[config.mk]
export PLATFORM = sky130hd
export DESIGN_NAME = branch_resolve
export DESIGN_NICKNAME = d
export VERILOG_FILES = /design/src/rtl/branch_resolve.sv
export SDC_FILE = /design/constraint.sdc
export NUM_CORES = 1
export LEC_CHECK = 0
export CORE_UTILIZATION = 45
export CTS_BUF_LIST = sky130_fd_sc_hd__clkbuf_4
export DETAILED_ROUTE_END_ITERATION = 7
export PLACE_DENSITY = 0.91
export SLEW_MARGIN = 20
export SYNTH_ARGS = -nofsm -noshare
export SYNTH_HDL_FRONTEND = slang
export SYNTH_SLANG_ARGS = --single-unit
[constraint.sdc]
create_clock -name clk -period 3.5 [get_ports clk]
set_input_delay 0.525 -clock clk [delete_from_list [all_inputs] [get_ports clk]]
set_output_delay 0.525 -clock clk [all_outputs]
set_load 0.02 [all_outputs]
[src/rtl/branch_resolve.sv]
// Branch outcome resolution and registered IF redirect request for the pipelined CPU.
// Optional statistics counters are compiled in when BRANCH_STAT_EN is defined.
module branch_resolve #(
  parameter int CNT_W = 32
) (
  input  logic             clk,
  input  logic             reset,
  input  logic             stall,
  input  logic             br_valid,
  input  logic [2:0]       br_type,
  input  logic             equal,
  input  logic             greater,
  input  logic             less,
  input  logic             rs_neg,
  input  logic             rs_zero,
  input  logic [31:0]      pc_id,
  input  logic [15:0]      imm16,
  input  logic             if_ready,
  output logic             redirect,
  output logic [31:0]      redirect_pc,
  output logic             err,
  output logic [CNT_W-1:0] taken_cnt,
  output logic [CNT_W-1:0] ntaken_cnt
);

  typedef enum logic {
    IDLE = 1'b0,
    PEND = 1'b1
  } state_t;

  state_t      state_q, state_d;
  logic        redirect_q, redirect_d;
  logic [31:0] redirect_pc_q, redirect_pc_d;
  logic        err_q, err_d;

  logic        ev;
  logic        taken;
  logic        illegal_br;
  logic [31:0] target;

  assign ev         = br_valid & ~stall & (state_q == IDLE);
  assign illegal_br = br_valid & ~stall & (state_q == PEND);
  assign target     = pc_id + 32'd4 + {{14{imm16[15]}}, imm16, 2'b00};

  always_comb begin
    taken = 1'b0;
    case (br_type)
      3'd0: taken = equal;
      3'd1: taken = ~equal;
      3'd2: taken = rs_neg | rs_zero;
      3'd3: taken = ~rs_neg & ~rs_zero;
      3'd4: taken = rs_neg;
      3'd5: taken = ~rs_neg;
      3'd6: taken = greater;
      3'd7: taken = less;
      default: taken = 1'b0;
    endcase
  end

  // A branch arriving while a redirect is pending is dropped, never evaluated.
  always_comb begin
    state_d       = state_q;
    redirect_d    = redirect_q;
    redirect_pc_d = redirect_pc_q;
    err_d         = err_q;
    case (state_q)
      IDLE: begin
        if (ev && taken) begin
          state_d       = PEND;
          redirect_d    = 1'b1;
          redirect_pc_d = target;
        end
      end
      PEND: begin
        if (illegal_br) begin
          err_d = 1'b1;
        end
        if (if_ready) begin
          state_d    = IDLE;
          redirect_d = 1'b0;
        end
      end
      default: begin
        state_d    = IDLE;
        redirect_d = 1'b0;
      end
    endcase
  end

  always_ff @(posedge clk) begin
    if (reset) begin
      state_q       <= IDLE;
      redirect_q    <= 1'b0;
      redirect_pc_q <= 32'd0;
      err_q         <= 1'b0;
    end else begin
      state_q       <= state_d;
      redirect_q    <= redirect_d;
      redirect_pc_q <= redirect_pc_d;
      err_q         <= err_d;
    end
  end

  assign redirect    = redirect_q;
  assign redirect_pc = redirect_pc_q;
  assign err         = err_q;

`ifdef BRANCH_STAT_EN
  logic [CNT_W-1:0] taken_cnt_q, taken_cnt_d;
  logic [CNT_W-1:0] ntaken_cnt_q, ntaken_cnt_d;

  always_comb begin
    taken_cnt_d  = taken_cnt_q;
    ntaken_cnt_d = ntaken_cnt_q;
    if (ev) begin
      if (taken) begin
        taken_cnt_d = taken_cnt_q + {{(CNT_W-1){1'b0}}, 1'b1};
      end else begin
        ntaken_cnt_d = ntaken_cnt_q + {{(CNT_W-1){1'b0}}, 1'b1};
      end
    end
  end

  always_ff @(posedge clk) begin
    if (reset) begin
      taken_cnt_q  <= '0;
      ntaken_cnt_q <= '0;
    end else begin
      taken_cnt_q  <= taken_cnt_d;
      ntaken_cnt_q <= ntaken_cnt_d;
    end
  end

  assign taken_cnt  = taken_cnt_q;
  assign ntaken_cnt = ntaken_cnt_q;
`else
  assign taken_cnt  = '0;
  assign ntaken_cnt = '0;
`endif

endmodule

; ---- Word-level counts from Yosys, hierarchy flattened
; Index checks and enable logic that the tools add are counted.
[totals]
ff_bits = 35
latchBits = 0
ram_bits = 0
mem_bits_ro = 0
in_bits = 61
out_inout_bits = 98
word_cells = 37
mem_count = 0
[classes]
addsub = 2
n_mul = 0
n_div = 0
n_lt_le_gt_ge = 0
eq_ne = 9
shifts = 0
mux = 7
bitwise_logic = 10
reduce_logical = 5
[op_table]
columns = operator, count
row1 = $add A32 B3 Y32 const B, 1
row2 = $add A32 B32 Y32, 1
row3 = $eq A3 B3 Y1 const B, 4
row4 = $pmux W1 S8, 1
row5 = $eq A3 B2 Y1 const B, 2
row6 = $reduce_and A2 Y1, 3
row7 = $not A1 Y1, 5
row8 = $and A1 B1 Y1, 4
row9 = $mux W1, 4
row10 = $pmux W1 S2, 2
row11 = $eq A3 B1 Y1 const B, 1
row12 = $logic_not A3 Y1, 1
row13 = $ne A2 B1 Y1 const B, 1
row14 = $ne A2 B2 Y1 const B, 1
row15 = $logic_and A1 B1 Y1, 1
row16 = $or A1 B1 Y1, 1

; ---- Longest topological paths before layout
; Gate-level depths: netlist of the first run.
[logic_depth]
word_depth = 6
ltp_mapped = 12
mapped_depth_nobuf = 12

; ---- Worst setup path after synthesis of the first run
; No wires, ideal clock.
[synth_timing]
path_type = input to register
from = input pc_id[3]
to = register redirect_pc_q[25] (netlist: redirect_pc[25])
t_arrival_ps = 2823
path_slack_ps = 556
stages = 10
path_buffers = 0
cell_sequence = ha_1 ha_1 fa_1 a211oi_2 o211ai_2 a211oi_2 a211oi_2 o21bai_2 mux2i_1 a221o_1
[synth_via]
elab_chain_cells = 2
[synth_rtl]
columns = item, line
row1 = start: declaration, 16  ; input logic [31:0] pc_id,
row2 = $add A32 B3 Y32, 43  ; assign target = pc_id + 32'd4 + {{14{imm16[15]}}, imm16, 2'b00};
row3 = $add A32 B32 Y32, 43
row4 = end signal: assignment, 99  ; redirect_pc_q <= redirect_pc_d;
row5 = end: declaration, 33  ; logic [31:0] redirect_pc_q, redirect_pc_d;
; No other way between the ends.
; A chain may end at the register's enable or synchronous reset.

; ---- Final worst setup path of the first run
[layout_timing]
from = input pc_id[3]
to = register redirect_pc_q[31] (netlist: redirect_pc[31])
; Same word-level chain as after synthesis.

==> results of run 1 <==
==> path summary, 6_finish.rpt <==
| path | startpoint | endpoint | slack, ps | depth (start not counted) |
|---|---|---|---|---|
| max | pc_id[3] | redirect_pc[31] | 280 | 12 |
| max reg2reg | state_q | redirect_pc[30] | 1610 | 5 |
| min | redirect_pc[17] | redirect_pc[17] | 460 | 2 |
| min reg2reg | redirect_pc[17] | redirect_pc[17] | 460 | 2 |
==> synth_stat cells (6+ instances only) <==
| cell type | count | share of area [%] |
|---|---|---|
| a21oi_1 | 48 | 6.4 |
| nor2_1 | 22 | 2.2 |
| buf_4 | 64 | 13 |
| a21o_1 | 7 | 1.4 |
| dfxtp_1 | 35 | 19 |
| nand2_1 | 48 | 4.8 |
| nand4_1 | 6 | 1.0 |
| inv_1 | 9 | 0.90 |
| nand3_1 | 10 | 1.3 |
| nand3b_1 | 6 | 1.2 |
| clkbuf_1 | 11 | 1.1 |
| xor2_1 | 9 | 2.1 |
| ha_1 | 57 | 19 |
| a211oi_1 | 9 | 1.8 |
| o21ai_1 | 8 | 1.1 |
| xnor2_1 | 12 | 2.8 |
| o21ai_0 | 14 | 1.9 |
==> layer usage <==
layer	routed length, microns	up-vias
li1	-	1765
met1	4150	1637
met2	4710	157
met3	619	13
met4	162	0
met5	0	-
==> power by group through the flow <==
stage	Clock [W]	Combinational [W]	Sequential, W
4_1_cts	0.000301	0.000768	0.000441
3_3_place_gp	0	0.000750	0.000449
6_report	0.000294	0.000775	0.000440
2_1_floorplan	0	0.000514	0.000478
5_1_grt	0.000310	0.000849	0.000443
3_5_place_dp	0	0.000763	0.000450
==> per-stage QoR <==
stage / setup slack [ps] / total power, W / instances / hold slack (ps) / utilization [%]
detailed placement: -58.5 / 0.00121 / 663 / 448 / 59.1
finish: 277 / 0.00151 / 671 / 462 / 60.1
CTS: 303 / 0.00151 / 671 / 463 / 60.1
global route: 127 / 0.00160 / 671 / 479 / 60.1
floorplan: 556 / 0.000992 / 528 / 460 / -
global placement: 0.532 / 0.00120 / 663 / 439 / 59.1
==> critical path: stages <==
cell and delay, ps:
clkdlybuf4s50_1 430, ha_1 300, ha_1 240, fa_1 420, a211oi_2 290, o211ai_2 170
a2111oi_4 410, nor4_1 100, buf_4 150, a211oi_2 210, xnor2_1 140, o21ai_1 70
==> logic make-up after synthesis <==
family                   count (synthesis)  synth area share (%)
AND/OR/NAND/NOR                        121                  15.8
adder cells (fa/ha/maj)                 58                  19.6
buffers and inverters                   93                  15.9
XOR/XNOR                                21                  4.91
flip-flops                              35                  18.7
AO/OA/AOI/OAI                          133                  24.1
other                                    1                 0.100
multiplexers                             3                 0.836
==> flip-flops by register name, indices dropped and copies added, names as in the netlist <==
| name | count |
|---|---|
| err | 1 |
| redirect | 1 |
| redirect_pc | 32 |
| state_q | 1 |
==> cell type report <==
cell class | count | share of cell area (%)
clock inverters | 3 | 0.924
repair buffers | 117 | 23.5
inverters | 9 | 0.713
flip-flops and latches | 35 | 14.8
clock buffers | 5 | 0.792
multi-input cells | 400 | 56.6
well taps | 102 | 2.69
==> metrics, run 1 <==
combinational share of power=between 50% and 60%; Hold Buf Count CTS=0; clk root buf=clkbuf_4; Sw Ratio=approximately two fifths; synthesized area=roughly 0.0037 sq mm; min Tclk post-route=3220 ps; final setup violation count=0; clk_skew=around 11 ps; final hold vios=0; Resize count post-CTS=0; Post-DP Area=between 0.004 and 0.005 sq mm; RSZ-0062 raised after global routing=false; GRT met2 Usage=between 30% and 40%; Area Growth Syn to Fin=26.7%; CP Class=in2reg; DRC Markers=0; power share of the sequential group=between 20% and 30%; antenna-violating nets left=0; via count=3572; Worst Hold Class=reg2reg; critical path endpoint category=flop; die height=just over 90 microns; chip width=93.2 microns; CP Data Arrival Time=3450 ps; total I/O pin count=between 150 and 200; FMAX=0.310 GHz; Synth async-reset ratio=0%; die area=between 0.008 and 0.009 sq mm; Max-Cap Viols=0; Reg clk slew, reported paths=around 110 ps; total wire length=about 9.6 mm; post-CTS setup buffers=0; number of core rows=32; first-pass GRT wire length=between 15 and 20 mm; Top FF cell, synth=dfxtp_1; final worst-path cycle share=about 90%; Sw Pwr=0.000602 W; design area=between 0.004 and 0.005 sq mm; clock network fraction of design power=between 10% and 20%; Cell Pwr Density=318 mW/mm^2; CTS tree=done; most used routing layer=met2; Cell Int Power=about 0.00091 W; PortBufs=94; P_leak=between 2 and 2.5 nW; wire per inst=approximately 14 microns; antenna violations before repair=0; worst-skew pair later-pin latency=about 350 ps; Ys Warns=0; footprint of the multi-input gates=0.00268 sq mm; Pre-antenna DRT Iters=4; clk buf depth=2; Vias/cell=between 5 and 6; Synth Instances=about 470; met3 Resource Use GR=between 2 and 2.5%; most frequent cells in the layout=clkdlybuf4s50_1 (94), conb_1 (64), ha_1 (57); met1 Resource Use GR=around 28%; gpl congestion=approximately 0.94; clock sinks=35; H-tree depth=2; layout cell share with drive strength beyond 1=7.91%; # fillers=719; CP Max Fanout=3; FF+latch area=~700 sq um; #FFs+latches synth=35; Initial Util=approximately 47%; Seq/Total Area, Yosys=18.7%; Core ar.=0.00789 sq mm; max-slew violation count=0; grt ovf=0; TNS Setup=0 ps; status=complete, no violations; Post-Syn Area per Cell=approximately 8 sq um; crit start category=input port; largest net degree at the start of global routing=39; Num CTS Buffers=5; worst slew pin tran=875 ps; Final #Nets=about 690; GR Util All Layers=around 22%; Distinct cells, synth=63; Max VDD drop=0.140 mV; hpwl dp=just under 8 mm; Post-synth EDFFs=0; commonest non-fill, non-tap cell in the layout=clkdlybuf4s50_1; vias in the first global route=approximately 3300; 1st-iter DRT viols=168; # diodes=0; Slew HR=between 40% and 50%; WP data required=~3700 ps
(Power assumes the default switching activity.)
==> run 2: changes to the inputs <==
--- a/config.mk
+++ b/config.mk
@@ -5,8 +5,10 @@
 export SDC_FILE = /design/constraint.sdc
 export NUM_CORES = 1
 export LEC_CHECK = 0
+export CAP_MARGIN = 0
 export CORE_UTILIZATION = 45
 export CTS_BUF_LIST = sky130_fd_sc_hd__clkbuf_4
+export CTS_CLUSTER_DIAMETER = 80
 export DETAILED_ROUTE_END_ITERATION = 7
 export PLACE_DENSITY = 0.91
 export SLEW_MARGIN = 20
==> results of run 2 <==
Final layout, timing and power as in run 1 (identical DEF).
==> run 3: changes to the inputs <==
--- a/config.mk
+++ b/config.mk
@@ -10,6 +10,7 @@
 export CTS_BUF_LIST = sky130_fd_sc_hd__clkbuf_4
 export CTS_CLUSTER_DIAMETER = 80
 export DETAILED_ROUTE_END_ITERATION = 7
+export GPL_TIMING_DRIVEN = 0
 export PLACE_DENSITY = 0.91
 export SLEW_MARGIN = 20
 export SYNTH_ARGS = -nofsm -noshare
==> run 3 against run 2 <==
- clock skew hardly changed
- final cell count grew 9.1%
- critical path depth is 1 lower
==> metrics, run 3 (synthesis results as in run 1) <==
most used cell, CP=a211oi_2; Worst R2R Start=state_q; layout cell share with drive strength beyond 1=14.4% (+6.5 points); Crit-path slowest cell=fa_1; PortBufs=94 (unchanged); Area Growth Syn to Fin=37.2%; WP data required=3730 ps (about the same); H-tree depth=2 (unchanged); Cell Pwr Density=298 mW/mm^2 (-6.5%); crit-path cells=clkdlybuf4s50_1 > ha_1 > ha_1 > fa_1 > a211oi_2 > o211ai_2 > a211oi_2 > a211oi_2 > o21bai_2 > mux2i_1 > a221o_1; status=complete, no violations; pre-CTS WS=-393 ps (-335 ps); clock sinks=35 (unchanged); final setup violation count=0 (unchanged); DRC Markers=0 (unchanged); 1st-iter DRT viols=160 (-4.8%); chip width=93.2 microns (unchanged); commonest non-fill, non-tap cell in the layout=clkdlybuf4s50_1; wire per inst=13.4 microns (-7.1%); critical path endpoint category=flop; worst-skew pair later-pin latency=340 ps (about the same); via count=3781 (+5.9%); total wire length=9.77 mm (+1.4%); P_leak=2.33 nW (+13%); Hold WS=455 ps (-7.28 ps); worst slew pin tran=559 ps (-317 ps); # fillers=665 (-7.5%); clk buf depth=2 (unchanged); min Tclk post-route=3340 ps (+113 ps); final hold vios=0 (unchanged); min-delay src=redirect_pc[28]; antenna violations before repair=0 (unchanged); Worst Hold Class=reg2reg; clk_skew=11.2 ps (+0.482 ps); CP Data Arrival Time=3560 ps (+110 ps); Slew HR=62.8% (+21 points); Core ar.=0.00789 sq mm (unchanged); vias in the first global route=3506 (+4.7%); Max-Cap Viols=0 (unchanged); Worst Setup SP=pc_id[3]; Pre-antenna DRT Iters=5 (+1); Resize count post-CTS=1 (+1); die area=0.00869 sq mm (unchanged); CP Class=in2reg; Num CTS Buffers=5 (unchanged); post-CTS setup buffers=0 (unchanged); hpwl dp=8.11 mm (+2.1%); Final #Nets=748 (+8.9%); Vias/cell=5.17 (-3.0%); first-pass GRT wire length=16.0 mm (+4.0%); die height=93.2 microns (unchanged); grt ovf=0 (unchanged); CTS tree=done; clk root buf=clkbuf_4; gpl congestion=0.886 (-6.0%); Hold Buf Count CTS=0 (unchanged); largest net degree at the start of global routing=16 (-59%); RSZ-0062 raised after global routing=false; CP Max Fanout=5 (+2); number of core rows=32 (unchanged); PnR worst setup slack=164 ps (-113 ps); FF+latch area=701 sq um (unchanged); FMAX=0.300 GHz (-3.4%); GR Util All Layers=22.7% (+0.63 points); final worst-path cycle share=95.3% (+3.2 points); slowest stage delay, CP=450 ps (+20 ps); total I/O pin count=159 (unchanged); antenna-violating nets left=0 (unchanged); # diodes=0 (unchanged); crit start category=input port; Reg clk slew, reported paths=100 ps (about the same); most frequent cells in the layout=clkdlybuf4s50_1 (93), buf_4 (64), conb_1 (64); Initial Util=47.4% (unchanged); footprint of the multi-input gates=0.00269 sq mm (+0.23%); Max VDD drop=0.187 mV (+34%); Largest register FFs=32 (unchanged); max-slew violation count=0 (unchanged)
==> run 3: changes by cell type in the layout (fill, tap and decap cells not counted) <==
| cell | previous run | this run |
|---|---|---|
| buf_2 | 0 | 4 |
| clkdlybuf4s15_1 | 0 | 1 |
| clkbuf_1 | 0 | 11 |
| nor4_1 | 3 | 2 |
| nor4_2 | 0 | 1 |
| buf_1 | 0 | 5 |
| clkdlybuf4s50_1 | 94 | 93 |
| buf_4 | 23 | 64 |
==> run 3: power breakdown <==
part           leakage, nW  total, W  switching [W]  internal (W)
sequential           0.285  0.000441      0.0000160      0.000425
combinational         2.00  0.000797       0.000449      0.000348
clock               0.0452  0.000290       0.000140      0.000150
==> run 3: final timing paths <==
| path | end | slack (ps) | depth (start not counted) |
|---|---|---|---|
| hold reg to reg | redirect_pc[28] | 450 | 2 |
| setup / recovery | redirect_pc[25] | 160 | 11 |
| setup reg to reg | redirect_pc[9] | 1670 | 6 |
| hold / removal | redirect_pc[28] | 450 | 2 |
==> run 3: area by class of cell <==
class,count,share of cell area (%)
Multi-Input combinational cell,400,52.4
Timing Repair Buffer,94,18.3
Sequential cell,35,13.6
Buffer,84,10.9
Tap cell,102,2.49
Clock inverter,3,0.853
Clock buffer,5,0.731
Inverter,9,0.658
==> run 3: through the flow <==
stage	area [sq um]	TNS (ps)	power (W)	instances	util, %
floorplan	3980	0	0.000992	528	-
global placement	5050	-1450	0.00122	724	64.0
detailed placement	5050	-1630	0.00123	724	64.0
CTS	5130	0	0.00152	732	65.0
global route	5130	0	0.00163	732	65.1
finish	5130	0	0.00153	732	65.1
==> run 3: routing by layer <==
layer | GRT usage (%) | vias to the layer above | routed length (microns)
met5 | 0 | - | 0
met4 | 6.92 | 0 | 195
met3 | 2.52 | 17 | 636
met2 | 38.7 | 160 | 4600
met1 | 29.8 | 1721 | 4340
li1 | - | 1883 | -
==> run 3: worst max-delay path, delay by kind of cell <==
kind | cells | cell delay, ps
buf+inv | 1 | 400
mux | 1 | 110
fa+ha+maj | 3 | 1000
compound gates | 6 | 1530
